### src/rtl/lfsr_draw_sched_pkg.sv
// Shared types, constants and LFSR helpers for the draw scheduler.
// The polynomial is x^16+x^14+x^13+x^11+1, which gives a maximal period of 2^16-1.
package lfsr_draw_sched_pkg;

    localparam int                LFSR_W       = 16;
    localparam logic [LFSR_W-1:0] LFSR_TAPS    = 16'hB400;
    localparam logic [LFSR_W-1:0] RST_SEED_DEF = 16'h1001;

    typedef enum logic [1:0] {
        IDLE  = 2'd0,
        SERVE = 2'd1,
        LOAD  = 2'd2
    } sched_state_t;

    function automatic logic [LFSR_W-1:0] lfsr_next(input logic [LFSR_W-1:0] cur);
        return {cur[LFSR_W-2:0], ^(cur & LFSR_TAPS)};
    endfunction

    // All-zero is the lockup state, so a zero seed is replaced by the default.
    function automatic logic [LFSR_W-1:0] seed_fix(input logic [LFSR_W-1:0] seed,
                                                   input logic [LFSR_W-1:0] dflt);
        return (seed == '0) ? dflt : seed;
    endfunction

endpackage

### src/rtl/lfsr16_step_core.sv
// 16-bit Fibonacci LFSR register: advances one step when en is high, and a load takes priority over en.
// The next state is exposed combinationally. Latency is one cycle, and there is no backpressure.
module lfsr16_step_core
    import lfsr_draw_sched_pkg::*;
#(
    parameter logic [LFSR_W-1:0] SEED = RST_SEED_DEF
) (
    input  logic              clk,
    input  logic              reset_n,
    input  logic              en,
    input  logic              load,
    input  logic [LFSR_W-1:0] load_value,
    output logic [LFSR_W-1:0] state,
    output logic [LFSR_W-1:0] state_next
);

    always_comb begin
        state_next = lfsr_next(state);
    end

    always_ff @(posedge clk or negedge reset_n) begin
        if (!reset_n) begin
            state <= SEED;
        end else if (load) begin
            state <= seed_fix(load_value, SEED);
        end else if (en) begin
            state <= state_next;
        end
    end

endmodule

### src/rtl/lfsr_draw_sched.sv
// Round-robin sharing of one LFSR among NUM_REQ requesters. A req sampled at one edge yields a gnt/rnd_data after the next edge.
// Backpressure: at most one grant per cycle. No grants while run=0, in the seed_load cycle, or during LOAD.
module lfsr_draw_sched
    import lfsr_draw_sched_pkg::*;
#(
    parameter int                NUM_REQ  = 4,
    parameter logic [LFSR_W-1:0] RST_SEED = RST_SEED_DEF,
    parameter int                CNT_W    = 32
) (
    input  logic               clk,
    input  logic               reset_n,
    input  logic               run,
    input  logic [NUM_REQ-1:0] req,
    output logic [NUM_REQ-1:0] gnt,
    output logic [LFSR_W-1:0]  rnd_data,
    input  logic               seed_load,
    input  logic [LFSR_W-1:0]  seed_value,
    output logic               busy,
    output logic [CNT_W-1:0]   draw_count,
    output logic               wrap
);

    localparam int PTR_W = (NUM_REQ > 1) ? $clog2(NUM_REQ) : 1;

    sched_state_t       state;
    logic [PTR_W-1:0]   ptr;
    logic [LFSR_W-1:0]  seed_reg;
    logic [LFSR_W-1:0]  lfsr;
    logic [LFSR_W-1:0]  lfsr_adv;
    logic [PTR_W-1:0]   win;
    logic [NUM_REQ-1:0] win_oh;
    logic               found;
    logic               grant;

    lfsr16_step_core #(
        .SEED (RST_SEED)
    ) u_lfsr (
        .clk        (clk),
        .reset_n    (reset_n),
        .en         (grant),
        .load       (seed_load),
        .load_value (seed_value),
        .state      (lfsr),
        .state_next (lfsr_adv)
    );

    // Circular search starting at the round-robin pointer.
    always_comb begin
        logic [PTR_W-1:0] idx;
        idx    = '0;
        win    = '0;
        found  = 1'b0;
        win_oh = '0;
        for (int i = 0; i < NUM_REQ; i++) begin
            idx = PTR_W'((int'(ptr) + i) % NUM_REQ);
            if (!found && req[idx]) begin
                found = 1'b1;
                win   = idx;
            end
        end
        win_oh[win] = 1'b1;
        grant = (state != LOAD) && run && found && !seed_load;
    end

    always_ff @(posedge clk or negedge reset_n) begin
        if (!reset_n) begin
            state      <= IDLE;
            ptr        <= '0;
            seed_reg   <= RST_SEED;
            gnt        <= '0;
            rnd_data   <= '0;
            busy       <= 1'b0;
            draw_count <= '0;
            wrap       <= 1'b0;
        end else begin
            gnt  <= grant ? win_oh : '0;
            wrap <= grant && (lfsr_adv == seed_reg);
            busy <= seed_load;

            if (seed_load) begin
                state      <= LOAD;
                seed_reg   <= seed_fix(seed_value, RST_SEED);
                draw_count <= '0;
            end else begin
                case (state)
                    IDLE:    if (run && |req) state <= SERVE;
                    SERVE:   if (!run || !(|req)) state <= IDLE;
                    LOAD:    state <= IDLE;
                    default: state <= IDLE;
                endcase
            end

            // grant already excludes seed_load, so the counter clear above cannot collide.
            if (grant) begin
                rnd_data   <= lfsr;
                ptr        <= PTR_W'((int'(win) + 1) % NUM_REQ);
                draw_count <= draw_count + CNT_W'(1);
            end
        end
    end

endmodule

### config.mk
export PLATFORM = sky130hd
export DESIGN_NAME = lfsr_draw_sched
export DESIGN_NICKNAME = d
export VERILOG_FILES = /design/src/rtl/lfsr_draw_sched_pkg.sv /design/src/rtl/lfsr16_step_core.sv /design/src/rtl/lfsr_draw_sched.sv
export SDC_FILE = /design/constraint.sdc
export NUM_CORES = 1
export LEC_CHECK = 0
export ABC_AREA = 1
export CAP_MARGIN = 0
export CORE_MARGIN = 10
export CORE_UTILIZATION = 40
export DETAILED_ROUTE_END_ITERATION = 8
export PLACE_DENSITY = 0.65
export SLEW_MARGIN = 25
export SYNTH_ARGS = -nofsm -noshare
export SYNTH_HDL_FRONTEND = slang
export SYNTH_SLANG_ARGS = --single-unit
### constraint.sdc
create_clock -name clk -period 1.77 [get_ports clk]
set_clock_uncertainty 0.1 [all_clocks]
set_input_delay 0.2655 -clock clk [delete_from_list [all_inputs] [get_ports clk]]
set_output_delay 0.2655 -clock clk [all_outputs]
set_load 0.005 [all_outputs]
======== After elaboration in Yosys (flattened, before gate mapping) ========
Index checks and enable logic that the tools add are counted.
Widths: inputs -> output; s select.
cells by class
  $add $sub $neg .......................... 5
  multiply operators ...................... 0
  div/mod/pow operators ................... 0
  magnitude comparators ................... 6
  equality and inequality tests ........... 5
  shift-type cells ........................ 0
  multiplexer cells ....................... 28
  bitwise operators ....................... 0
  reductions and logical operators ........ 22
operators with widths
  operator               number
  $mux 32                2
  $mux 16                3
  $add 32x1->32 const B  1
  $eq 16x16->1           1
  $logic_not 16->1       1
  $reduce_xor 16->1      1
  $lt 2x3->1 const B     5
  $mux 2                 7
  $logic_and 1x1->1      9
  $mux 1                 9
  $bmux 1 s2             4
  $logic_not 1->1        6
  $ne 3x3->1 const B     2
  $add 2x1->2 const B    2
  $add 2x2->2 const B    2
  $mux 4                 1
  $pmux 2 s2             1
  $reduce_or 4->1        1
  $demux 1 s2            1
  $eq 2x1->1 const B     1
  $ge 2x1->1 const B     1
  $logic_not 2->1        1
  $ne 2x2->1 const B     1
  $reduce_and 2->1       1
  2 further kinds        2
word-level totals
  register bits ........................... 90
  bits in latches ......................... 0
  RAM bits ................................ 0
  memory bits (read-only) ................. 0
  output and inout bits ................... 54
  memories kept ........................... 0

======== Longest topological paths before layout ========
Gate-level depths: netlist of the first run.
  depth after elaboration ................. 17
  gate-level depth with buffers ........... 14
  depth with buffers taken out ............ 14

======== By module ========
Synthesis of the first run repeated with hierarchy kept, for this count alone.
second synthesis, totals
  cell total of the unflattened synthesis .. 710
  area, all modules ....................... 5143.7 sq um
by module, submodules not included
  module            instances  cells each  area each (sq um)
  lfsr_draw_sched   1          586         4181.5
  lfsr16_step_core  1          124         962.2

======== Worst setup path before layout of the first run ========
OpenSTA, ideal clock, no wires.
  kind .................................... register to register
  start ................................... register ptr[0]
  end ..................................... register ptr[1]
  setup time .............................. 127 ps
  arrival ................................. 1499 ps
  slack ................................... 43 ps
  stages on the path, launching flop included .. 13
  path buffers ............................ 1
  cells stage by stage .................... dfrtp_1 > buf_6 > nand2_1 > nand2_2 > nand2_2 > nand2_1 > nor2_2 > nand4_1 > nand2_1 > inv_1 > ha_1 > nand2_1 > o21ai_0
on the way
  word-level cells in the longest chain between the ends .. 14
  elaborated cells between the ends (all ways) .. 28
  classes of those cells .................. add/sub: 4; mux: 16; reduce/logical: 8
RTL lines
  element                                                               line                   source
  start, declared                                                       lfsr_draw_sched.sv:26  logic [PTR_W-1:0] ptr;
  start signal, assigned                                                lfsr_draw_sched.sv:96  ptr <= PTR_W'((int'(win) + 1) % NUM_REQ);
  parallel branches: the longest is 14 deep, another holds $add 2x1->2  -
Several ways; the timed one is not identified. The select of a mux whose other input is x is not followed.
A chain may end at the register's enable or synchronous reset.

======== Worst setup path after layout of the first run ========
Ends and elaborated chain as after synthesis.

==> results of run 1 <==
## cells by family after synthesis
| kind of cell | synth area share [%] |
|---|---|
| compound gates | 4.59 |
| buf+inv | 7.94 |
| flops | 46.2 |
| xor+xnor | 3.95 |
| fa+ha+maj | 1.28 |
| simple gates | 36.0 |
## per-stage QoR
step,cells,utilization [%],cell area [sq um],TNS (ps)
final,924,55.1,6590,-422
after global routing,924,55.1,6590,-1290
after CTS,922,54.0,6460,-318
after detailed placement,898,50.6,6050,-9620
after global placement,898,50.6,6050,-7870
after floorplan,654,-,4880,0
## layout by cell type (no fill, tap or decap), types with 6 or more instances in the layout
master             n
buf_12             6
nor3_1             6
nor2_1            53
nand2_2           18
nand3_2            6
inv_1             56
clkbuf_16          9
nor3_2             6
nand3_1           49
buf_4             35
dfrtp_2            6
a21oi_1            7
inv_2             10
clkdlybuf4s50_1   76
xor2_1            17
nand2_1          247
dfrtp_1           80
o21ai_1            6
nor2_2            10
o21ai_0           17
## cells in the mapped netlist, drive strengths merged
cell type  count  share of area, %
o21ai         23               2.4
a22o           1              0.18
nor2          68               6.4
clkbuf         2              0.15
buf           14               2.4
a21oi          8              0.90
dfstp          4               2.2
xor2          17               3.0
o22ai          3              0.38
o211ai         5              0.77
nand3         55               5.7
nand2        270                21
nor3          12               1.6
nand4          6              0.90
dfrtp         86                44
ha             5               1.3
inv           69               5.4
nor4           1              0.13
xnor2          5              0.90
## repair_timing
action                     CTS  global route
hold buffers                 1             0
resized for setup           25            36
setup endpoints to repair    5            17
pin swaps                   14            20
buffers inserted             6             2
hold endpoints to repair    16             0
cloned                       1             0
## area by class of cell
type / instances / area share, %
well taps: 147 / 2.79
repair inverters: 1 / 0.114
repair buffers: 122 / 18.2
flip-flops and latches: 90 / 34.4
clock buffers: 11 / 3.53
clock inverters: 5 / 0.588
multi-input cells: 479 / 36.4
inverters: 69 / 4.04
## metal layers
| metal | vias up | routed length, um | GRT usage [%] |
|---|---|---|---|
| li1 | 2280 | - | - |
| met1 | 2171 | 6200 | 21.0 |
| met2 | 134 | 6560 | 27.7 |
| met3 | 29 | 892 | 4.51 |
| met4 | 0 | 241 | 4.91 |
| met5 | - | 0 | 0 |
## critical path, delay by kind of cell (launching register included)
kind                     cells  cell delay (ps)
flip-flops                   1              470
AND/OR/NAND/NOR              6              450
AO/OA/AOI/OAI                2              330
buffers and inverters        2              250
adder cells (fa/ha/maj)      1              210
## path summary, 6_finish.rpt
kind / from / to / slack [ps] / cells past startpoint
setup / recovery: ptr[0] / ptr[1] / -130 / 11
hold / removal: reset_n / draw_count[28] / 250 / 2
setup reg to reg: ptr[0] / ptr[1] / -130 / 11
hold reg to reg: state[1] / state[0] / 360 / 1
max in group asynchronous: reset_n / seed_reg[0] / 720 / 3
min in group clk: state[1] / state[0] / 360 / 1
## power groups by stage
stage | sequential, mW | combinational [mW] | clock [mW]
2_1_floorplan | 2.41 | 0.887 | 0
3_3_place_gp | 2.42 | 1.58 | 0
3_5_place_dp | 2.43 | 1.64 | 0
4_1_cts | 2.42 | 1.92 | 1.82
5_1_grt | 2.45 | 2.60 | 1.91
6_report | 2.42 | 2.36 | 1.80
==> results.yml, run 1 <==
floorplanning:
  start_util_pct: 40.8
  die_h_um: 130
  core_area_sq_mm: 0.0120
  die_x_um: 130
  dieArea_sq_mm: 0.0170
  placementRows: 40
  io_pins: 78
detailed_routing:
  dr.pass1.iters: 5
  drt_iter0_markers: 323
  drc: 0
  wl_um: 13900
  antenna_left: 0
  num_vias: 4614
  wl_per_cell_um: 15.0
  viasPerCell: 4.99
timing:
  rsz0062_at_grt: "yes"
  slew_violations: 0
  setup_slack_ps: -132
  fin_crit_sh_pct: 107
  holdWs_ps: 247
  finalHoldViolCount: 0
  worstMarginPinSlew_ps: 298
  maxClockFrequency_mhz: 526
  relSlewSlack_pct: 80.1
  fin_crit_ps: 1900
  setup_violations: 5
cells_and_area:
  register_area_sq_mm: 0.00226
  n_antenna_cell: 0
  area_growth_pct: 35.0
  multi_input_area_sq_mm: 0.00240
  drive_gt1_share_pct: 18.0
  layout.nets: 801
  largest_register_ffs: 32
  nFillCells: 1138
  max_flop_register: "draw_count"
clock_tree:
  path_clk_slew_ps: 70
  cts_sinks: 90
  clk-insertion-delay-late_ps: 350
  tritoncts: "yes"
  root_buffer: "clkbuf_16"
  clock_path_buffers: 2
  numCtsBuffers: 9
  h-tree-depth: 3
pwr:
  power.share.sequential_pct: 36.7
  power_leakage_nw: 3.06
  finalPower_mw: 6.58
  ir_worst_vdd_v: 0.000445
  power_switching_mw: 2.24
  internal-power_mw: 4.34
  p_comb_share_pct: 35.9
  clkPwrFrac_pct: 27.3
  cellPowerDensity_mw_per_mm2: 998
  switching_share_pct: 34.0
placement:
  gp_congestion: 0.925
  portBuffers: 77
  hpwlAfterDp_um: 10200
  pre_cts_slack_ps: -369
synth:
  synth_fp_nets: 683
  synthCells: 654
  synth.avg_cell_area_sq_um: 7.47
  yosysSeqAreaShare_pct: 46.2
  yosysUniqueCellTypes: 33
  ys_warn_count: 0
  ys_ff_latch: 90
  synthesis.area_sq_mm: 0.00488
global_route:
  gr-usage-all-layers_pct: 16.8
  grt_max_degree: 35
  grt_pass1_wl_um: 22900
  antenna_found_initial: 0
  grt_pass1_vias: 4645
  overflow: 0
critical_path:
  critPathSlowestCell: "dfrtp_2"
  cp_data_arrival_time_ps: 2050
  cpPeakStageDelay_ps: 470
  crit_path_start_kind: "register"
  path_class: "register to register"
  cp_max_fo: 6
  critPathCaptureType: "register"
  crit_required_ps: 1910
  path_cells: "buf_6 -> nand2_4 -> nand2_4 -> o21ai_0 -> nand3_2 -> nand3_2 -> nand2_2 -> inv_2 -> ha_4 -> nand2_2 -> o21ai_1"
run_status:
  outcome: "complete, but fails checks"
  violations: "setup timing"
job:
  cap_violations: 0
min_path:
  hp-class: "input pin to async pin"
(Power assumes the default switching activity.)
==> run 2: changes to the inputs <==
- GPL_TIMING_DRIVEN: unset -> 0
==> run 2 against run 1 <==
  * Critical endpoint unchanged
  * Setup slack improved by 12 ps
  * Die area did not move
  * Clock power rose by 12%
  * Combinational power fell by 12%
  * Flip-flop and latch count did not move
  * The flow still finishes with violations (setup timing)
  * Sequential power barely moved
  * Largest cell class unchanged
  * Fmax rose by 0.62%
  * Total power fell by 1.2%
  * Wire length fell by 0.30%
  * Highest routed layer unchanged
==> results.yml, run 2 (synthesized netlist as in run 1, its figures left out) <==
timing:
  slew_violations: 0
  finalHoldViolCount: 0
  setup_slack_ps: -120
  maxClockFrequency_mhz: 529
  worstMarginPinSlew_ps: 493
  setup_violations: 4
  fin_crit_sh_pct: 107
  fin_crit_ps: 1890
  relSlewSlack_pct: 67.1
  rsz0062_at_grt: "yes"
  holdWs_ps: 281
global_route:
  grt_pass1_wl_um: 23200
  gr-usage-all-layers_pct: 17.2
  grt_max_degree: 55
  grt_pass1_vias: 4601
  overflow: 0
  antenna_found_initial: 0
cells_and_area:
  area_growth_pct: 31.6
  final_cell_mix: "254 x nand2_1, 77 x dfrtp_1, 76 x clkdlybuf4s50_1"
  layout.nets: 786
  layout_commonest_cell: "nand2_1"
  final_util_pct: 53.7
  largest_register_ffs: 32
  fin_area_sq_mm: 0.00643
  drive_gt1_share_pct: 15.4
  nFillCells: 1166
  max_flop_register: "draw_count"
  n_antenna_cell: 0
detailed_routing:
  wl_um: 13900
  drc: 0
  viasPerCell: 4.95
  wl_per_cell_um: 15.2
  num_vias: 4497
  dr.pass1.iters: 5
  antenna_left: 0
  drt_iter0_markers: 298
run_status:
  violations: "setup timing"
  outcome: "complete, but fails checks"
min_path:
  hp-class: "input pin to register"
critical_path:
  path_class: "register to register"
  cp_data_arrival_time_ps: 2020
  critPathCaptureType: "register"
  crit_path_start_kind: "register"
  crit_required_ps: 1900
  cp_max_fo: 5
pwr:
  cellPowerDensity_mw_per_mm2: 1010
  internal-power_mw: 4.41
  switching_share_pct: 32.1
  ir_worst_vdd_v: 0.000602
  power.share.sequential_pct: 37.1
  finalPower_mw: 6.50
  power_switching_mw: 2.09
  p_comb_share_pct: 31.9
  clkPwrFrac_pct: 31.0
  power_leakage_nw: 2.96
floorplanning:
  start_util_pct: 40.8
  die_x_um: 130
  dieArea_sq_mm: 0.0170
  placementRows: 40
  core_area_sq_mm: 0.0120
  io_pins: 78
  die_h_um: 130
clock_tree:
  tritoncts: "yes"
  clock_path_buffers: 2
  path_clk_slew_ps: 70
  numCtsBuffers: 9
  cts_sinks: 90
  root_buffer: "clkbuf_16"
  clk-insertion-delay-late_ps: 350
  h-tree-depth: 3
placement:
  portBuffers: 77
  hpwlAfterDp_um: 10300
  pre_cts_slack_ps: -424
  gp_congestion: 0.911
  dpl_cell_area_sq_mm: 0.00587
job:
  cap_violations: 0
==> run 2: cell count changes in the layout (fill, tap and decap cells not counted), moves of 3 or more <==
cell     before  now
buf_12        6    0
buf_6         4   11
buf_4        35   11
nand2_1     247  254
dfrtp_2       6    9
dfrtp_1      80   77
nand2_4       5    1
buf_2         0    5
nand2_2      18   15
==> run 2: metal layers <==
metal | GRT usage [%] | part of all wire, %
met1 | 22.5 | 46
met2 | 27.2 | 47
met3 | 4.63 | 6.1
met4 | 4.97 | 1.4
met5 | 0 | 0
==> run 2: final timing paths <==
| path | start | end | slack, ps | cells past startpoint |
|---|---|---|---|---|
| worst max-delay path | ptr[0] | ptr[1] | -120 | 11 |
| worst min-delay path | seed_load | busy | 280 | 1 |
| worst max register to register | ptr[0] | ptr[1] | -120 | 11 |
| worst min register to register | state[1] | state[0] | 350 | 1 |
| max in group asynchronous | reset_n | u_lfsr.state[0] | 630 | 3 |
| min in group asynchronous | reset_n | draw_count[22] | 300 | 2 |
==> run 2: repair_timing <==
action,in CTS,in global routing
gates cloned,2,0
gates resized for setup,24,22
pin swaps,13,11
setup endpoints to repair,11,30
hold buffers,1,0
hold endpoints to repair,36,0
setup buffers,7,4
==> run 2: power groups by stage <==
| stage | Combinational (mW) | Sequential (mW) | Clock (mW) |
|---|---|---|---|
| 6_report | 2.07 | 2.41 | 2.01 |
| 3_5_place_dp | 1.42 | 2.43 | 0 |
| 3_3_place_gp | 1.35 | 2.42 | 0 |
| 4_1_cts | 1.88 | 2.41 | 2.06 |
| 5_1_grt | 2.35 | 2.44 | 2.13 |
| 2_1_floorplan | 0.887 | 2.41 | 0 |
==> run 2: per-stage QoR <==
stage          instances  setup TNS (ps)
2_1_floorplan        654               0
3_3_place_gp         878         -280160
3_5_place_dp         879           -8960
4_1_cts              905            -317
5_1_grt              909           -1110
6_report             909            -401
==> run 2: area by class of cell <==
type / count / area [sq um] / area share (%)
multi-input cells: 479 / 2350 / 36.6
clock inverters: 5 / 60.1 / 0.935
repair inverters: 1 / 7.51 / 0.117
repair buffers: 91 / 911 / 14.2
flip-flops and latches: 90 / 2270 / 35.3
plain buffers: 16 / 126 / 1.97
inverters: 69 / 262 / 4.07
clock buffers: 11 / 253 / 3.93
well taps: 147 / 184 / 2.86
==> run 2: worst max-delay path: stages (launching register included) <==
cell and delay [ps]:
dfrtp_2 440, buf_6 140, nand2_2 100, nand3_2 90
nand2_1 140, inv_1 80, nand3_1 100, nand2_2 70
nor2_4 170, ha_4 220, nand2_2 50, o21ai_1 60
==> run 3: changes to the inputs <==
- ABC_AREA: 1 -> 0
- PLACE_DENSITY: 0.65 -> 0.66
==> run 3 against run 2 <==
  * The flow still finishes with violations (setup timing)
  * Utilization grew 4.0 points
  * Clock power shrank 27%
  * Area after synthesis shrank 8.6%
  * Non-clock buffer count grew 37
  * Via count shrank 14%
  * Final area shrank 2.2%
  * Worst hold slack lost 70 ps
  * Highest routed layer unchanged
==> results.yml, run 3 <==
critical_path:
  crit_required_ps: 1930
  critPathSlowestCell: "dfrtp_1"
  critPathCaptureType: "register"
  path_cells: "and4_1 -> buf_4 -> nand2_1 -> buf_6 -> nor4_4 -> mux2_2"
  crit_path_start_kind: "register"
  r2r_start: "draw_count[10]"
  timing.rr.end: "draw_count[31]"
  ff2ff_path_depth: 6
  crit_buf_inv: 2
  cpPeakStageDelay_ps: 380
  crit_family: "simple AND/OR/NAND/NOR gates"
  cp_max_fo: 10
  r2r_slack_ps: -70
  cp_data_arrival_time_ps: 2000
  crit_cells: 6
  path_class: "register to register"
timing:
  setup_slack_ps: -70.9
  worstMarginPinSlew_ps: 706
  relSlewSlack_pct: 53.0
  holdWs_ps: 211
  setup_violations: 12
  setup_tns_ps: -245
  rsz0062_at_grt: "yes"
  finalHoldViolCount: 0
  fin_crit_sh_pct: 104
  maxClockFrequency_mhz: 543
  slew_violations: 0
  fin_crit_ps: 1840
detailed_routing:
  met3_length_um: 623
  viasPerCell: 5.51
  drc: 0
  met1_length_um: 5770
  dr.pass1.iters: 5
  wl_um: 12700
  top_layer_used: "met4"
  wl_per_cell_um: 18.0
  dr_wl_met2_um: 6010
  antenna_left: 0
  num_vias: 3870
  drt_iter0_markers: 341
synth:
  dominantRegCellSynth: "dfrtp_1"
  async_flop_share_pct: 100
  synth_top_area_share_pct: 48.2
  yosysUniqueCellTypes: 49
  synthAdderAreaFrac_pct: 1.40
  ys_ff_latch: 90
  synthesis.area_sq_mm: 0.00446
  yosysSeqAreaShare_pct: 50.6
  muxShareOfSynthArea_pct: 8.16
  synth_top_family_by_area: "simple AND/OR/NAND/NOR gates"
  synth.largest_area_cell: "dfrtp_1"
  yosysMostFrequentCell: "dfrtp_1"
  synth_fp_nets: 454
  synth_compound_area_share_pct: 12.7
  synthCells: 425
  yosys.area_share.simple_pct: 17.5
  synth.avg_cell_area_sq_um: 10.5
  synth.area.top_cells: "dfrtp_1 48%, o21ai_0 4.3%, mux2_2 4.0%"
  ys_warn_count: 0
  synth-edff-count: 0
  yosys-top-cells-count: "86 x dfrtp_1, 38 x o21ai_0, 32 x nand2_1"
  synth-xor-area-share_pct: 5.10
clock_tree:
  path_clk_slew_ps: 100
  numCtsBuffers: 9
  clock_path_buffers: 2
  cts_sinks: 90
  root_buffer: "clkbuf_8"
  tritoncts: "yes"
  h-tree-depth: 3
  clk-insertion-delay-late_ps: 370
floorplanning:
  die_x_um: 126
  io_pins: 78
  dieArea_sq_mm: 0.0158
  die_h_um: 126
  placementRows: 38
  core_area_sq_mm: 0.0109
  start_util_pct: 41.0
cells_and_area:
  drive_gt1_share_pct: 27.8
  area_growth_pct: 40.7
  final_cell_mix: "76 x dfrtp_1, 61 x clkdlybuf4s50_1, 40 x buf_4"
  nFillCells: 934
  layout_commonest_cell: "dfrtp_1"
  multi_input_area_sq_mm: 0.00224
  largest_register_ffs: 32
  n_antenna_cell: 0
  max_flop_register: "draw_count"
  layout.nets: 586
  register_area_sq_mm: 0.00227
global_route:
  grt_pass1_wl_um: 19600
  gr-usage-all-layers_pct: 14.9
  grt_pass1_vias: 3803
  overflow: 0
  grt_max_degree: 66
  antenna_found_initial: 0
pwr:
  switching_share_pct: 28.6
  p_comb_share_pct: 20.5
  power.share.sequential_pct: 49.6
  power_switching_mw: 1.40
  finalPower_mw: 4.88
  power_leakage_nw: 2.80
  cellPowerDensity_mw_per_mm2: 777
  ir_worst_vdd_v: 0.000478
  internal-power_mw: 3.49
  clkPwrFrac_pct: 29.9
placement:
  gp_congestion: 0.808
  hpwlAfterDp_um: 8330
  portBuffers: 77
run_status:
  violations: "setup timing"
  outcome: "complete, but fails checks"
job:
  cap_violations: 0
min_path:
  hp-class: "input pin to async pin"
run 3: cell count changes after synthesis, moves of 15 or more:
cell / delta
a21oi_1: +15
inv_1: -38
mux2_2: +16
mux2i_1: +15
nand2_1: -231
nand3_1: -43
nor2_1: -42
o21ai_0: +18
run 3: cell families (layout without fill, tap and decap cells):
| family | count (synthesis) | count (layout) |
|---|---|---|
| AO/OA/AOI/OAI | 88 | 88 |
| AND/OR/NAND/NOR | 135 | 135 |
| buffers and inverters | 47 | 184 |
| flip-flops | 90 | 90 |
| multiplexers | 34 | 34 |
| adder cells (fa/ha/maj) | 5 | 5 |
| XOR/XNOR | 26 | 26 |
run 3: worst max path at each step:
stage,start,to
after global routing,draw_count[5],draw_count[31]
after global placement,reset_n,draw_count[10]
final,draw_count[10],draw_count[31]
after detailed placement,req[1],rnd_data[2]
after floorplan,draw_count[7],draw_count[31]
after CTS,draw_count[5],draw_count[15]
run 3: timing repair:
action	4_1_cts	5_1_grt
resized for setup	34	55
setup endpoints to repair	88	48
pin swaps	10	19
hold buffers	1	0
gates cloned	1	0
setup buffers	34	10
endpoints found under the hold margin	25	0
run 3: power by group through the flow:
| stage | registers, mW | clock network [mW] | logic, mW |
|---|---|---|---|
| finish | 2.42 | 1.46 | 1.00 |
| detailed placement | 2.46 | 0 | 0.916 |
| global placement | 2.45 | 0 | 0.889 |
| floorplan | 2.44 | 0 | 0.457 |
| global route | 2.45 | 1.56 | 1.11 |
| CTS | 2.42 | 1.48 | 0.978 |
run 3: through the flow:
step | setup WS (ps) | cell area (sq um) | instances | utilization (%)
after detailed placement | -815 | 5450 | 643 | 50.0
after floorplan | 8.40 | 4470 | 425 | -
after global placement | -3000 | 5420 | 642 | 49.8
after CTS | -46.9 | 5990 | 692 | 55.0
after global routing | -133 | 6280 | 702 | 57.7
final | -70.9 | 6280 | 702 | 57.7
run 3: final cells by class:
cell class,instances,area share [%]
clock buffer,9,1.97
inverter,24,1.43
sequential,90,36.1
tap,140,2.79
buffer,20,2.09
clock inverter,7,1.23
timing repair buffer,124,18.7
multi-input combinational,288,35.6
run 3: per-layer routing:
metal | track usage (%) | up-vias
met1 | 19.8 | 1932
met5 | 0 | -
li1 | - | 1820
met2 | 23.1 | 97
met4 | 6.10 | 0
met3 | 3.31 | 21
